### src/rtl/fsm_calibration_multi_pkg.sv
// rtl/fsm_calibration_multi_pkg.sv - shared types and defaults for the calibration sequencer
`timescale 1ns/1ps
package fsm_calibration_multi_pkg;

  localparam int CALIB_CNT_W  = 32;
  localparam int CALIB_SHOT_W = 8;

  typedef struct packed {
    logic [CALIB_CNT_W-1:0]  fg_open_delay;
    logic [CALIB_CNT_W-1:0]  ready_timeout;
    logic [CALIB_CNT_W-1:0]  detonate_len;
    logic [CALIB_CNT_W-1:0]  trigger_len;
    logic [CALIB_CNT_W-1:0]  shot_gap;
    logic [CALIB_SHOT_W-1:0] n_shots;
  } calib_par_t;

  typedef enum logic [2:0] {
    S_IDLE,
    S_WAIT_FG,
    S_FG_DELAY,
    S_WAIT_READY,
    S_FIRE,
    S_GAP,
    S_DONE,
    S_TIMEOUT
  } calib_state_t;

  // A burst always contains at least one shot.
  function automatic logic [CALIB_SHOT_W-1:0] calib_shots_target(input logic [CALIB_SHOT_W-1:0] n);
    return (n == '0) ? CALIB_SHOT_W'(1) : n;
  endfunction

endpackage

### src/rtl/calib_pulse_gen.sv
// rtl/calib_pulse_gen.sv - one-shot pulse: waits `delay` cycles after load, then high for max(len,1) cycles
// last is high when the generator is idle or in its final high cycle.
`timescale 1ns/1ps
module calib_pulse_gen
  import fsm_calibration_multi_pkg::*;
#(
  parameter int CNT_W = CALIB_CNT_W
) (
  input  logic             clock,
  input  logic             reset,
  input  logic             load,
  input  logic             clear,
  input  logic [CNT_W-1:0] delay,
  input  logic [CNT_W-1:0] len,
  output logic             pulse,
  output logic             last
);

  logic             active_q, active_d;
  logic [CNT_W-1:0] dly_q, dly_d;
  logic [CNT_W-1:0] len_q, len_d;

  always_ff @(posedge clock or posedge reset) begin
    if (reset) begin
      active_q <= 1'b0;
      dly_q    <= '0;
      len_q    <= '0;
    end else begin
      active_q <= active_d;
      dly_q    <= dly_d;
      len_q    <= len_d;
    end
  end

  always_comb begin
    active_d = active_q;
    dly_d    = dly_q;
    len_d    = len_q;
    if (clear) begin
      active_d = 1'b0;
      dly_d    = '0;
      len_d    = '0;
    end else if (load) begin
      active_d = 1'b1;
      dly_d    = delay;
      len_d    = (len == '0) ? CNT_W'(1) : len;
    end else if (active_q) begin
      if (dly_q != '0) begin
        dly_d = dly_q - CNT_W'(1);
      end else if (len_q > CNT_W'(1)) begin
        len_d = len_q - CNT_W'(1);
      end else begin
        active_d = 1'b0;
        len_d    = '0;
      end
    end
  end

  assign pulse = active_q && (dly_q == '0);
  assign last  = !active_q || ((dly_q == '0) && (len_q <= CNT_W'(1)));

endmodule

### src/rtl/fsm_calibration_multi.sv
// rtl/fsm_calibration_multi.sv - calibration sequencer: fast-gate wait, ready gating, phased multi-channel fire bursts
// Optional abort input enabled by CALIB_ABORT_EN.
`timescale 1ns/1ps
module fsm_calibration_multi
  import fsm_calibration_multi_pkg::*;
#(
  parameter int N_CH   = 4,
  parameter int CNT_W  = CALIB_CNT_W,
  parameter int SHOT_W = CALIB_SHOT_W
) (
  input  logic                       clock,
  input  logic                       reset,
`ifdef CALIB_ABORT_EN
  input  logic                       abort,
`endif
  input  calib_par_t                 par,
  input  logic [N_CH-1:0]            ch_en,
  input  logic [N_CH-1:0][CNT_W-1:0] phase_shift,
  input  logic                       start,
  input  logic                       fg_opto,
  input  logic [N_CH-1:0]            detector_ready,
  output logic                       detonate,
  output logic [N_CH-1:0]            output_trigger,
  output logic                       busy,
  output logic                       done,
  output logic                       timeout_err
);

  calib_state_t      state_q, state_d;
  logic [CNT_W-1:0]  cnt_q, cnt_d, cnt_inc;
  logic [CNT_W-1:0]  gap_q, gap_d;
  logic [SHOT_W-1:0] shot_q, shot_d, shot_inc;
  logic [SHOT_W-1:0] nshot_q, nshot_d;
  logic              err_q, err_d;
  logic              start_q;
  logic              abort_i;
  logic              fire_load;
  logic              ready_ok;
  logic              fire_last;
  logic              det_pulse, det_last;
  logic [N_CH-1:0]   trg_pulse, trg_last;

`ifdef CALIB_ABORT_EN
  assign abort_i = abort && (state_q != S_IDLE);
`else
  assign abort_i = 1'b0;
`endif

  assign cnt_inc   = (&cnt_q) ? cnt_q : cnt_q + CNT_W'(1);
  assign shot_inc  = (&shot_q) ? shot_q : shot_q + SHOT_W'(1);
  assign ready_ok  = ((detector_ready & ch_en) == ch_en);
  assign fire_last = det_last && (&trg_last);

  always_ff @(posedge clock or posedge reset) begin
    if (reset) begin
      state_q <= S_IDLE;
      cnt_q   <= '0;
      gap_q   <= '0;
      shot_q  <= '0;
      nshot_q <= '0;
      err_q   <= 1'b0;
      start_q <= 1'b0;
    end else begin
      state_q <= state_d;
      cnt_q   <= cnt_d;
      gap_q   <= gap_d;
      shot_q  <= shot_d;
      nshot_q <= nshot_d;
      err_q   <= err_d;
      start_q <= start;
    end
  end

  always_comb begin
    state_d   = state_q;
    cnt_d     = cnt_q;
    gap_d     = gap_q;
    shot_d    = shot_q;
    nshot_d   = nshot_q;
    err_d     = err_q;
    fire_load = 1'b0;
    case (state_q)
      S_IDLE: begin
        if (start && !start_q) begin
          state_d = S_WAIT_FG;
          shot_d  = '0;
          err_d   = 1'b0;
        end
      end
      S_WAIT_FG: begin
        if (fg_opto) begin
          state_d = S_FG_DELAY;
          cnt_d   = '0;
        end
      end
      // Losing the fast gate restarts the whole open delay.
      S_FG_DELAY: begin
        if (!fg_opto) begin
          state_d = S_WAIT_FG;
          cnt_d   = '0;
        end else if (cnt_inc >= CNT_W'(par.fg_open_delay)) begin
          state_d = S_WAIT_READY;
          cnt_d   = '0;
        end else begin
          cnt_d = cnt_inc;
        end
      end
      S_WAIT_READY: begin
        if (ready_ok) begin
          state_d   = S_FIRE;
          fire_load = 1'b1;
          cnt_d     = '0;
          gap_d     = CNT_W'(par.shot_gap);
          nshot_d   = SHOT_W'(calib_shots_target(par.n_shots));
        end else if ((par.ready_timeout != '0) && (cnt_inc >= CNT_W'(par.ready_timeout))) begin
          state_d = S_TIMEOUT;
          err_d   = 1'b1;
        end else begin
          cnt_d = cnt_inc;
        end
      end
      S_FIRE: begin
        if (fire_last) begin
          state_d = S_GAP;
          cnt_d   = '0;
        end
      end
      S_GAP: begin
        if (cnt_inc >= gap_q) begin
          cnt_d   = '0;
          shot_d  = shot_inc;
          state_d = (shot_inc < nshot_q) ? S_WAIT_FG : S_DONE;
        end else begin
          cnt_d = cnt_inc;
        end
      end
      S_DONE:    state_d = S_IDLE;
      S_TIMEOUT: state_d = S_IDLE;
      default:   state_d = S_IDLE;
    endcase
    if (abort_i) begin
      state_d   = S_IDLE;
      cnt_d     = '0;
      fire_load = 1'b0;
      err_d     = err_q;
    end
  end

  calib_pulse_gen #(.CNT_W(CNT_W)) u_det (
    .clock (clock),
    .reset (reset),
    .load  (fire_load),
    .clear (abort_i),
    .delay ('0),
    .len   (CNT_W'(par.detonate_len)),
    .pulse (det_pulse),
    .last  (det_last)
  );

  for (genvar i = 0; i < N_CH; i++) begin : g_ch
    calib_pulse_gen #(.CNT_W(CNT_W)) u_trg (
      .clock (clock),
      .reset (reset),
      .load  (fire_load && ch_en[i]),
      .clear (abort_i),
      .delay (phase_shift[i]),
      .len   (CNT_W'(par.trigger_len)),
      .pulse (trg_pulse[i]),
      .last  (trg_last[i])
    );
  end

  assign detonate       = det_pulse && !abort_i;
  assign output_trigger = trg_pulse & {N_CH{!abort_i}};
  assign busy           = (state_q != S_IDLE);
  assign done           = (state_q == S_DONE);
  assign timeout_err    = err_q;

endmodule

### config.mk
export PLATFORM = sky130hd
export DESIGN_NAME = fsm_calibration_multi
export DESIGN_NICKNAME = d
export VERILOG_FILES = /design/src/rtl/fsm_calibration_multi_pkg.sv /design/src/rtl/calib_pulse_gen.sv /design/src/rtl/fsm_calibration_multi.sv
export SDC_FILE = /design/constraint.sdc
export NUM_CORES = 1
export LEC_CHECK = 0
export ABC_AREA = 1
export CORE_MARGIN = 2
export CORE_UTILIZATION = 25
export CTS_BUF_LIST = sky130_fd_sc_hd__clkbuf_4 sky130_fd_sc_hd__clkbuf_8 sky130_fd_sc_hd__clkbuf_16
export DETAILED_ROUTE_END_ITERATION = 8
export PLACE_DENSITY_LB_ADDON = 0.25
export SLEW_MARGIN = 20
export SYNTH_ARGS = -nofsm -noshare
export SYNTH_HDL_FRONTEND = slang
export SYNTH_HIERARCHICAL = 1
export SYNTH_SLANG_ARGS = --single-unit
### constraint.sdc
create_clock -name clock -period 3.38 [get_ports clock]
set_input_delay 0.338 -clock clock [delete_from_list [all_inputs] [get_ports clock]]
set_output_delay 0.338 -clock clock [all_outputs]
set_load 0.03 [all_outputs]
; ---- Word-level counts from Yosys, hierarchy flattened
; Index checks and enable logic that the tools add are counted.
[word_totals]
register_bits = 410
latchBits = 0
ram_bits = 0
romBits = 0
inputBits = 308
output_inout_bits = 8
elab_cells = 234
mem_count = 0
[op_classes]
add_sub_neg = 12
mul = 0
n_div = 0
order_cmp = 14
eq_ne = 22
shifts = 0
mux = 87
bitwise_logic = 1
reduce_logical = 76
[op_table]
columns = operator, count
row1 = 2-to-1 mux 32 bit, 45
row2 = "subtractor 32 x 1 -> 32 bit, second input constant", 10
row3 = logical NOT 32 bit, 7
row4 = nonzero test 32 bit, 6
row5 = "> comparator 32 x 1 -> 1 bit, second input constant", 5
row6 = "less-or-equal comparator 32 x 1 -> 1 bit, second input constant", 5
row7 = case mux 32 bit (5 select lines), 1
row8 = greater-or-equal comparator 32 bit, 3
row9 = "adder 32 x 1 -> 32 bit, second input constant", 1
row10 = 2-to-1 mux 8 bit, 4
row11 = AND reduction 32 bit, 1
row12 = 2-to-1 mux 3 bit, 9
row13 = 2-to-1 mux 1 bit, 25
row14 = nonzero test 2 bit, 12
row15 = AND reduction 2 bit, 11
row16 = case mux 3 bit (7 select lines), 1
row17 = logical AND 1 bit, 17
row18 = case mux 8 bit (2 select lines), 1
row19 = "!= test 2 bit, second input constant", 7
row20 = "== test 3 bit, second input constant", 4
row21 = AND reduction 4 bit, 3
row22 = "!= test 3 bit, second input constant", 3
row23 = "adder 8 x 1 -> 8 bit, second input constant", 1
row24 = logical NOT 8 bit, 1
row25 = other kinds (16), 29

; ---- Depth between registers and ports, before layout
; Gate-level depths: netlist of run 1.
[logic_depth]
depth_word = 7
ltp_mapped = 27
depth_no_buf = 25

; ---- Modules after synthesis
; Netlist of run 1, hierarchy kept.
[modules_own_cells]
columns = module, n_inst, cells_each, area_per_inst_um2
row1 = calib_pulse_gen at g_ch[0].u_trg ..., 3, 876, 5312.6
row2 = fsm_calibration_multi, 1, 1183, 7778.7
row3 = calib_pulse_gen at u_det, 1, 907, 5396.4
row4 = calib_pulse_gen at g_ch[3].u_trg, 1, 900, 5365.1

; ---- Least setup slack after synthesis of run 1
; Ideal clock, no wire load.
[synth_path]
path_type = register to register
from = reg cnt_q[0]
to = reg shot_q[0]
setup_time_ns = 0.126
arrival_ns = 2.867
t_required_ns = 3.254
path_slack_ns = 0.387
stages_incl_launch_ff = 20
period_less_slack_ns = 2.993
path_cell_list = dfrtp_1 -> ha_1 -> inv_1 -> nor3_4 -> nand2_2 -> nor2_2 -> nand2_2 -> buf_6 -> nand2_1 -> ha_1 -> a21o_1 -> a21oi_1 -> nand2_1 -> a21oi_1 -> nand3_1 -> nand2_1 -> nand2_1 -> nand2_1 -> buf_2 -> o21ai_0
[synth_via]
elab_chain_len = 5
[synth_rtl]
columns = element, line_no
row1 = start: declaration, fsm_calibration_multi.sv:30  ; logic [CNT_W-1:0] cnt_q, cnt_d, cnt_inc;
row2 = start signal: assignment, fsm_calibration_multi.sv:65  ; cnt_q <= cnt_d;
row3 = adder 32 x 1 -> 32 bit / AND reduction 32 bit (equally long branches), fsm_calibration_multi.sv:49  ; assign cnt_inc = (&cnt_q) ? cnt_q : cnt_q + CNT_W'(1);
row4 = 2-to-1 mux 32 bit *, fsm_calibration_multi.sv:49
row5 = greater-or-equal comparator 32 bit *, fsm_calibration_multi.sv:129  ; if (cnt_inc >= gap_q) begin
row6 = != test 2 bit (no line) *, --
row7 = AND reduction 3 bit (no line) *, --
row8 = end signal: assignment, fsm_calibration_multi.sv:67  ; shot_q <= shot_d;
row9 = end: declaration, fsm_calibration_multi.sv:32  ; logic [SHOT_W-1:0] shot_q, shot_d, shot_inc;
; Every way passes the cells marked *; elsewhere a longest branch is shown, timed or not.
; A chain may end at the register's enable or synchronous reset.

; ---- Worst setup path after layout of run 1
[layout_path]
from = reg cnt_q[12]
to = reg cnt_q[26]
[layout_via]
elab_chain_len = 6
[layout_rtl]
columns = element, line_no
row1 = adder 32 x 1 -> 32 bit / AND reduction 32 bit (equally long branches), fsm_calibration_multi.sv:49
row2 = 2-to-1 mux 32 bit *, fsm_calibration_multi.sv:49
row3 = "greater-or-equal comparator 32 bit, on equally long branches", "fsm_calibration_multi.sv:101, fsm_calibration_multi.sv:115"
row4 = 2-to-1 mux 32 bit / logical AND 1 bit (equally long branches), "fsm_calibration_multi.sv:101, fsm_calibration_multi.sv:115"
row5 = 2-to-1 mux 32 bit / != test 3 bit (equally long branches), --
row6 = case mux 32 bit (5 select lines) / AND reduction 4 bit (equally long branches), --
; Every way passes the cells marked *; elsewhere a longest branch is shown, timed or not. The select of a mux whose other input is x is not followed.

==> results.md, run 1 <==
* Status: finished, violations left
* Failing checks: setup timing
* Logic pwr share at 63.2%
* Worst-path clk slew at 60 ps
* Final Slew Violations at 0
* Fin util at 33.23%
* TritonCTS Sinks at 410
* Post-synthesis register bit count at 410
* Worst Hold Class: input pin to flop
* Worst setup SP type: flop
* CP Class: flop to flop
* Layout cells sized above 1 at 13.80%
* Die Y at 375.4 um
* Htree depth at 2
* Clk buf depth at 3
* Seq/Total Area, Yosys at 29.76%
* Core area at 0.1372 mm2
* Vias per cell at 4.621
* Mapped Avg Cell Area at 6.137 um2
* Critical Path Fanout Max at 8
* Clock power share at 15.6%
* CTS tree: built
* Site Rows at 136
* Finish-stage setup viols at 32
* I/O Buffers at 315
* Routed Antenna Nets at 0
* Fin Clk Skew at 38.27 ps
* Vias in the first global route at 35840
* Required time of the critical path at 3940 ps
* Post-Layout Cell Count at 8059
* Yosys warning total at 6
* Setup TNS at -1189 ps
* Most common cell in the synthesized netlist: nand2_1
* Cell variety after synth at 52
* Number of placed I/O pins at 316
* Final WL at 132600 um
* Detailed Place HPWL at 100300 um
* Congestion Overflow GR at 0
* Placed Cells at 7917
* Mapped cell area at 0.03448 mm2
* Largest net degree at the start of global routing at 66
* Worst relative slew slack at 45.37%
* Peak supply drop at 0.4512 mV
* Initial antenna violation count at 8
* Internal at 0.01992 W
* Synth async-reset ratio at 100.0%
* DP Worst Slack at -220.3 ps
* Final hold violations at 0
* Leak at 23.32 nW
* Tmin final at 3441 ps
* Total GRT Usage at 18.18%
* Sw Pwr at 0.02121 W
* Fillers at 14990
* Initial Util at 25.14%
* Mean routed wirelength per cell at 16.45 um
* First-pass GRT wire length at 204600 um
* CP Capture Type: flop
* Largest cells by area after synthesis: dfrtp_1, nand2_1, nor2_1
* Switching portion of total power at 51.57%
* Initial DRC Count at 2574
* Max_cap viols at 0
* Die area at 0.1409 mm2
* PnR worst setup slack at -61.07 ps
* Layout Area Growth over Synthesis at 32.20%
* Die width at 375.4 um
* Worst path arrival time at 4000 ps
* Drt pass-1 iters at 5
* Clk root buf: clkbuf_16
* Final worst path period share at 101.8%
* DRC at 0
* Power Dens Cells at 902.5 mW/mm2
* Sequential Power Share at 21.2%
* Hold Path Stages at 1
* Leading area contributor after synthesis: dfrtp_1
* Path depth of the worst reg2reg path at 20
* Nets at 6652
* Syn Inst Count at 5618
* GP Congestion at 0.9162
* Clk_lat worst skew at 670 ps
* Synth top area share at 29.76%
* Total number of vias at 37240
* Worst-Margin Slew at 816.8 ps
* Synth top cells by count: nand2_1, nor2_1, inv_1
* RSZ-0062 raised after global routing: yes
* Top FF cell, synth: dfrtp_1
* Inserted Clock Buffers at 58
* Peak Freq at 290.6 MHz
* Number of synthesized flops with an enable pin at 0
cell type report:
class / count / area (um2) / area share, %
inverter: 549 / 2068 / 4.538
sequential: 410 / 10260 / 22.52
antenna: 2 / 5.005 / 0.01098
multi-input combinational: 4553 / 22670 / 49.74
timing repair buffer: 647 / 6359 / 13.95
clock buffer: 88 / 1782 / 3.909
tap: 1794 / 2245 / 4.925
clock inverter: 16 / 186.4 / 0.4090
routing by layer:
layer / routed length, um / track usage, % / up-vias
met4: 4058 / 5.471 / 8
li1: - / - / 18930
met5: 48 / 0 / -
met2: 60060 / 29.86 / 921
met3: 6248 / 2.219 / 205
met1: 62150 / 24.85 / 17180
metrics by stage:
stage | power (W) | hold slack, ps | area, um2
3_3_place_gp | 0.03390 | 474.7 | 42020
2_1_floorplan | 0.02676 | 369.4 | 34650
5_1_grt | 0.04550 | 143.8 | 45570
3_5_place_dp | 0.03401 | 478.2 | 42020
4_1_cts | 0.04091 | 90.29 | 44150
6_report | 0.04113 | 155.9 | 45580
what timing repair did:
item / 4_1_cts / 5_1_grt
hold endpoints to repair: 0 / 0
hold buffers: 0 / 0
endpoints found under the setup margin: 44 / 45
pin swaps: 1 / 73
buffers inserted: 0 / 29
resized for setup: 30 / 229
cloned: 1 / 7
power groups by stage:
stage                     combinational, W  sequential, W  clock (W)
after detailed placement            0.0253        0.00875          0
after floorplan                     0.0186        0.00820          0
after global placement              0.0252        0.00873          0
after CTS                           0.0255        0.00869    0.00670
final                               0.0260        0.00872    0.00642
after global routing                0.0297        0.00900    0.00684
layout by cell type, fill, tap and decap left out, drive strengths merged, types with 61 or more instances in the layout:
cell / instances
nand2: 1993
nor2: 1034
inv: 547
dfrtp: 410
o21ai: 383
nand3: 342
buf: 327
clkdlybuf4s50: 313
ha: 125
nand4: 115
a21oi: 107
clkbuf: 93
or2: 90
xor2: 86
nor3: 61
sequential cells by signal, indices dropped and copies added (netlist names), 4 cells and up:
| name | count |
|---|---|
| g_ch.u_trg/active_q | 4 |
| shot_q | 8 |
| u_det/len_q | 32 |
| u_det/dly_q | 32 |
| g_ch.u_trg/dly_q | 128 |
| g_ch.u_trg/len_q | 128 |
| nshot_q | 8 |
| cnt_q | 32 |
| gap_q | 32 |
logic make-up (layout without fill, tap and decap cells):
logic type                 Yosys count  after routing  share of synthesized area, %
AOI/OAI and AO/OA                  575            575                         8.993
xor gates and xnor gates           133            133                         3.379
adders and majority gates          125            125                         4.536
buffers and inverters              701           1300                         8.365
DFF                                410            410                         29.76
other                                1             49                       0.01088
and+or+nand+nor                   3673           3673                         44.96
worst paths after layout:
check | start | to | slack [ps]
min in group asynchronous | reset | cnt_q[22] | 570
worst max register to register | cnt_q[12] | cnt_q[26] | -60
max in group asynchronous | reset | gap_q[14] | 2140
worst max-delay path | cnt_q[12] | cnt_q[26] | -60
worst min-delay path | start | start_q | 160
worst min register to register | nshot_q[0] | nshot_q[0] | 500
critical path: stages (launching register included):
cell and delay (ps):
dfrtp_1 370, buf_6 120, nand2_4 60, nor3_4 280
buf_4 160, buf_4 90, nand4_1 100, xor2_1 250
nand2_4 130, ha_4 280, nand2_2 50, nor2_2 100
nand4_1 170, nor3_2 260, buf_4 170, nand2_1 70
nand4_1 150, nand3_4 170, clkbuf_16 220, nand2_1 70
nand2_1 50
Power figures use the tool's default switching activity.
==> run 2, diff against run 1 <==
==> constraint.sdc (replaced) <==
create_clock -name clock -period 3.9 [get_ports clock]
set_input_delay 0.39 -clock clock [delete_from_list [all_inputs] [get_ports clock]]
set_output_delay 0.39 -clock clock [all_outputs]
set_load 0.03 [all_outputs]
==> results.md, run 2 (synthesis results as in run 1) <==
* Total number of vias at 35920
* DRC at 0
* Initial DRC Count at 2474
* Sequential Power Share at 22.3%
* Die Y at 375.4 um
* Fin Clk Skew at 25.56 ps
* Clock power share at 16.2%
* Clk_lat worst skew at 670 ps
* Worst-path clk slew at 60 ps
* DP Area at 0.04008 mm2
* Nets at 6400
* Logic pwr share at 61.4%
* Drt pass-1 iters at 6
* Detailed Place HPWL at 95910 um
* Hold Slack at 271.2 ps
* Number of placed I/O pins at 316
* Initial Util at 25.14%
* Path depth of the worst reg2reg path at 19
* Layout cells sized above 1 at 7.467%
* TritonCTS Sinks at 410
* Core area at 0.1372 mm2
* Finish-stage setup viols at 0
* Tmin final at 3643 ps
* Clk buf depth at 3
* Layout Area Growth over Synthesis at 22.08%
* Die width at 375.4 um
* Final Slew Violations at 0
* Largest regs: g_ch.u_trg/dly_q (128), g_ch.u_trg/len_q (128)
* CP Class: flop to flop
* Post-CTS Setup Inserts at 0
* Sw Pwr at 0.01788 W
* CTS tree: built
* Site Rows at 136
* Total GRT Usage at 17.56%
* Internal at 0.01629 W
* GP Congestion at 0.9021
* Mean routed wirelength per cell at 16.23 um
* CTS hold repair buffers at 0
* Layout Cell Area excl Fill at 0.04209 mm2
* Required time of the critical path at 4460 ps
* Routed Antenna Nets at 0
* Final hold violations at 0
* Leak at 21.59 nW
* Switching portion of total power at 52.34%
* Final WL at 126800 um
* Initial antenna violation count at 10
* Hold Path Stages at 1
* Most common cell after layout, fill and taps aside: nand2_1
* Power Dens Cells at 811.9 mW/mm2
* Worst setup SP type: flop
* Max_cap viols at 0
* Most frequent cells in the layout: nand2_1, nor2_1, inv_1, dfrtp_1, nand3_1
* PnR worst setup slack at 257.3 ps
* Post-CTS resize count at 0
* Vias per cell at 4.598
* Peak Freq at 274.5 MHz
* Final worst path period share at 93.40%
* Clk root buf: clkbuf_16
* CP Capture Type: flop
* Fin util at 30.69%
* Congestion Overflow GR at 0
* First-pass GRT wire length at 197500 um
* Htree depth at 2
* Worst path arrival time at 4200 ps
* Worst Hold Class: input pin to flop
* I/O Buffers at 315
* Peak supply drop at 0.4123 mV
* Critical Path Fanout Max at 32
* Worst relative slew slack at 37.21%
* Status: finished clean
* Inserted Clock Buffers at 57
* Worst-Margin Slew at 939.0 ps
* Largest net degree at the start of global routing at 66
* Vias in the first global route at 34330
* Die area at 0.1409 mm2
* DP Worst Slack at 91.86 ps
-- run 2: cell types whose count changed in the layout (fill, tap and decap cells not counted), sizes merged --
cell,change
clkbuf,-12
buf,-246
clkdlybuf4s50,+2
inv,+3
clkinv,+4
diode,+2
bufinv,+1
dlymetal6s2s,-2
-- run 2: cell type report --
class	instances	area [um2]
sequential	410	10260
timing repair buffer	396	3986
clock buffer	81	1682
antenna	4	10.01
tap	1794	2245
fill	15240	95060
clock inverter	24	274.0
multi-input combinational	4553	21570
inverter	549	2068
-- run 2: per-layer routing --
metal  up-vias  track usage (%)  wire length [um]
met4        12            4.660              2919
met2       778            28.75             57720
met3       157            2.420              5935
li1      18440                -                 -
met1     16530            24.14             60140
met5         -                0                73
-- run 2: final timing paths --
path	from	to	slack [ps]
worst max-delay path	cnt_q[0]	cnt_q[2]	260
worst min-delay path	start	start_q	270
worst max register to register	cnt_q[0]	cnt_q[2]	260
worst min register to register	nshot_q[1]	nshot_q[1]	500
max in group asynchronous	reset	g_ch[3].u_trg/dly_q[25]	2400
min in group asynchronous	reset	g_ch[0].u_trg/len_q[6]	710
-- run 2: power groups by stage --
stage / clock (W) / sequential [W] / combinational [W]
after floorplan: 0 / 0.00711 / 0.0161
after global placement: 0 / 0.00765 / 0.0208
after detailed placement: 0 / 0.00764 / 0.0209
after CTS: 0.00573 / 0.00761 / 0.0210
after global routing: 0.00589 / 0.00788 / 0.0241
final: 0.00555 / 0.00764 / 0.0210
-- run 2: worst max-delay path, cell delays in order, from the launching register on --
cell     delay [ps]
dfrtp_1         450
ha_1            200
inv_1            70
nor3_4          230
nand2_2         120
nor2_2          210
nand2_4         170
nand2_1         240
ha_1            170
nand2_1          50
inv_1            60
nand3_1          80
nor3_1          420
nor2b_1         340
nand2_1         110
nand4_1         130
nand3_1         130
buf_12          190
nand2_1          80
nand2_1          50
-- run 2: per-stage QoR --
step                total power (W)  TNS, ps  instances
floorplan                   0.02320        0       5664
global placement            0.02847        0       7702
detailed placement          0.02855        0       7702
CTS                         0.03435        0       7807
global route                0.03790   -7.542       7809
finish                      0.03417        0       7811
==> run 3, diff against run 2 <==
--- a/config.mk
+++ b/config.mk
@@ -11,6 +11,7 @@
 export CTS_BUF_LIST = sky130_fd_sc_hd__clkbuf_4 sky130_fd_sc_hd__clkbuf_8 sky130_fd_sc_hd__clkbuf_16
 export DETAILED_ROUTE_END_ITERATION = 8
 export PLACE_DENSITY_LB_ADDON = 0.25
+export SETUP_SLACK_MARGIN = 0.4
 export SLEW_MARGIN = 20
 export SYNTH_ARGS = -nofsm -noshare
 export SYNTH_HDL_FRONTEND = slang
==> constraint.sdc (replaced) <==
create_clock -name clock -period 4.6 [get_ports clock]
set_input_delay 0.46 -clock clock [delete_from_list [all_inputs] [get_ports clock]]
set_output_delay 0.46 -clock clock [all_outputs]
set_load 0.03 [all_outputs]
==> results.md, run 3 (synthesis results as in run 1) <==
* Final WL at 126500 um
* Clk_lat worst skew at 670 ps
* Flop2flop setup slack at 810 ps
* Fin Clk Skew at 21.44 ps
* Path depth of the worst reg2reg path at 23
* Number of placed I/O pins at 316
* Power Dens Cells at 697.6 mW/mm2
* Vias in the first global route at 34820
* Worst relative slew slack at 38.42%
* Post-CTS resize count at 0
* CTS hold repair buffers at 0
* Die Y at 375.4 um
* Worst setup startpoint: cnt_q[0]
* Peak supply drop at 0.3805 mV
* Detailed Place HPWL at 95220 um
* Post-CTS Setup Inserts at 0
* Layout cells sized above 1 at 7.075%
* CP Capture Type: flop
* Final hold violations at 0
* Required time of the critical path at 5190 ps
* Setup TNS at 0 ps
* Layout Area Growth over Synthesis at 21.72%
* Clk buf depth at 3
* RSZ-0062 raised after global routing: no
* Largest net degree at the start of global routing at 101
* Hold Path Stages at 1
* DP Area at 0.03981 mm2
* Initial Util at 25.14%
* Vias per cell at 4.619
* CP Class: flop to flop
* Most frequent cells in the layout: nand2_1, nor2_1, inv_1, dfrtp_1, nand3_1
* CP delay by family, top: simple AND/OR/NAND/NOR gates
* TritonCTS Sinks at 410
* Worst Hold Class: input pin to flop
* First-pass GRT wire length at 199200 um
* Final worst path period share at 82.35%
* Core area at 0.1372 mm2
* Total number of vias at 35970
* Htree depth at 2
* Storage cell area at 0.01026 mm2
* Worst path cell trace: ha_1, inv_1, nor3_4, nand2_2, nor2_2, nand2_4, nand2_1, buf_4, ha_1, nand2_1, inv_1, o21bai_1, nand2_1, a21oi_1, nand2_1, nand2_1, nand3_1, nand3_1, nand2_2, buf_12, nor2_1, nand2_1, nand2_1
* Multi-input gate area at 0.02155 mm2
* Largest regs: g_ch.u_trg/dly_q (128), g_ch.u_trg/len_q (128)
* Worst-path clk slew at 60 ps
* Overall power at 0.02928 W
* Cell mode on critical path: nand2_1
* Die area at 0.1409 mm2
* Peak Freq at 264.0 MHz
* Finish-stage setup viols at 0
* Slowest Stage Delay on Critical Path at 440 ps
* Worst path arrival time at 4380 ps
* Inserted Clock Buffers at 58
* Fillers at 15240
* Fin util at 30.60%
* Reg-to-Reg End: cnt_q[11]
* Drt pass-1 iters at 5
* Sink of the worst hold path: start_q
* CTS tree: built
* I/O Buffers at 315
* Layout Cell Area excl Fill at 0.04197 mm2
* Mean routed wirelength per cell at 16.24 um
* Leak at 21.50 nW
* Clk root buf: clkbuf_16
* Status: finished clean
* Site Rows at 136
* Tmin final at 3788 ps
* Final Slew Violations at 0
* Critical Path Fanout Max at 64
* Nets at 6378
* Initial antenna violation count at 9
* Routed Antenna Nets at 0
* Critical Path Stages at 23
* Total GRT Usage at 17.61%
* Congestion Overflow GR at 0
* GP Congestion at 0.8952
* Worst setup SP type: flop
* Worst path slowest cell: dfrtp_1
* DRC at 0
* Max_cap viols at 0
* Worst-Margin Slew at 923.8 ps
* Worst path bufs/invs at 4
* Initial DRC Count at 2339
* Hold Slack at 272.6 ps
* Die width at 375.4 um
* RR Startpoint: cnt_q[0]
* Most common cell after layout, fill and taps aside: nand2_1
* Hold_sp: start
[run 3: cell types whose count changed in the layout (fill, tap and decap cells not counted), sizes merged]
cell and change:
buf -23, clkinvlp +4, bufinv +4, diode -3, clkinv -1, inv -1, clkbuf -3
[run 3: metal layers]
layer	GRT usage (%)	up-vias	part of all wire, %
li1	-	18390	-
met1	23.99	16620	48
met2	28.99	756	45
met3	2.937	185	4.9
met4	4.107	16	2.1
met5	0	-	0.074
[run 3: final cells by class]
cell class	instances	share of cell area [%]
clock buffer	78	4.111
clock inverter	30	0.9779
sequential	410	24.45
inverter	549	4.928
tap	1794	5.349
multi-input combinational	4553	51.35
timing repair buffer	373	8.828
antenna	1	0.005963
[run 3: report_power, final]
part           switching [W]  internal (W)
combinational         0.0117       0.00600
clock                0.00193       0.00312
sequential           0.00156       0.00492
[run 3: worst max-delay path by stage]
stage,end,slack [ps]
2_1_floorplan,shot_q[0],1610
3_3_place_gp,cnt_q[18],730
3_5_place_dp,cnt_q[15],640
4_1_cts,cnt_q[15],620
5_1_grt,cnt_q[11],460
6_report,cnt_q[11],810
[run 3: per-stage QoR]
step	cells	worst slack [ps]
final	7788	811.9
after global routing	7788	455.9
after CTS	7787	615.2
after detailed placement	7679	643.4
after global placement	7679	729.3
after floorplan	5664	1607
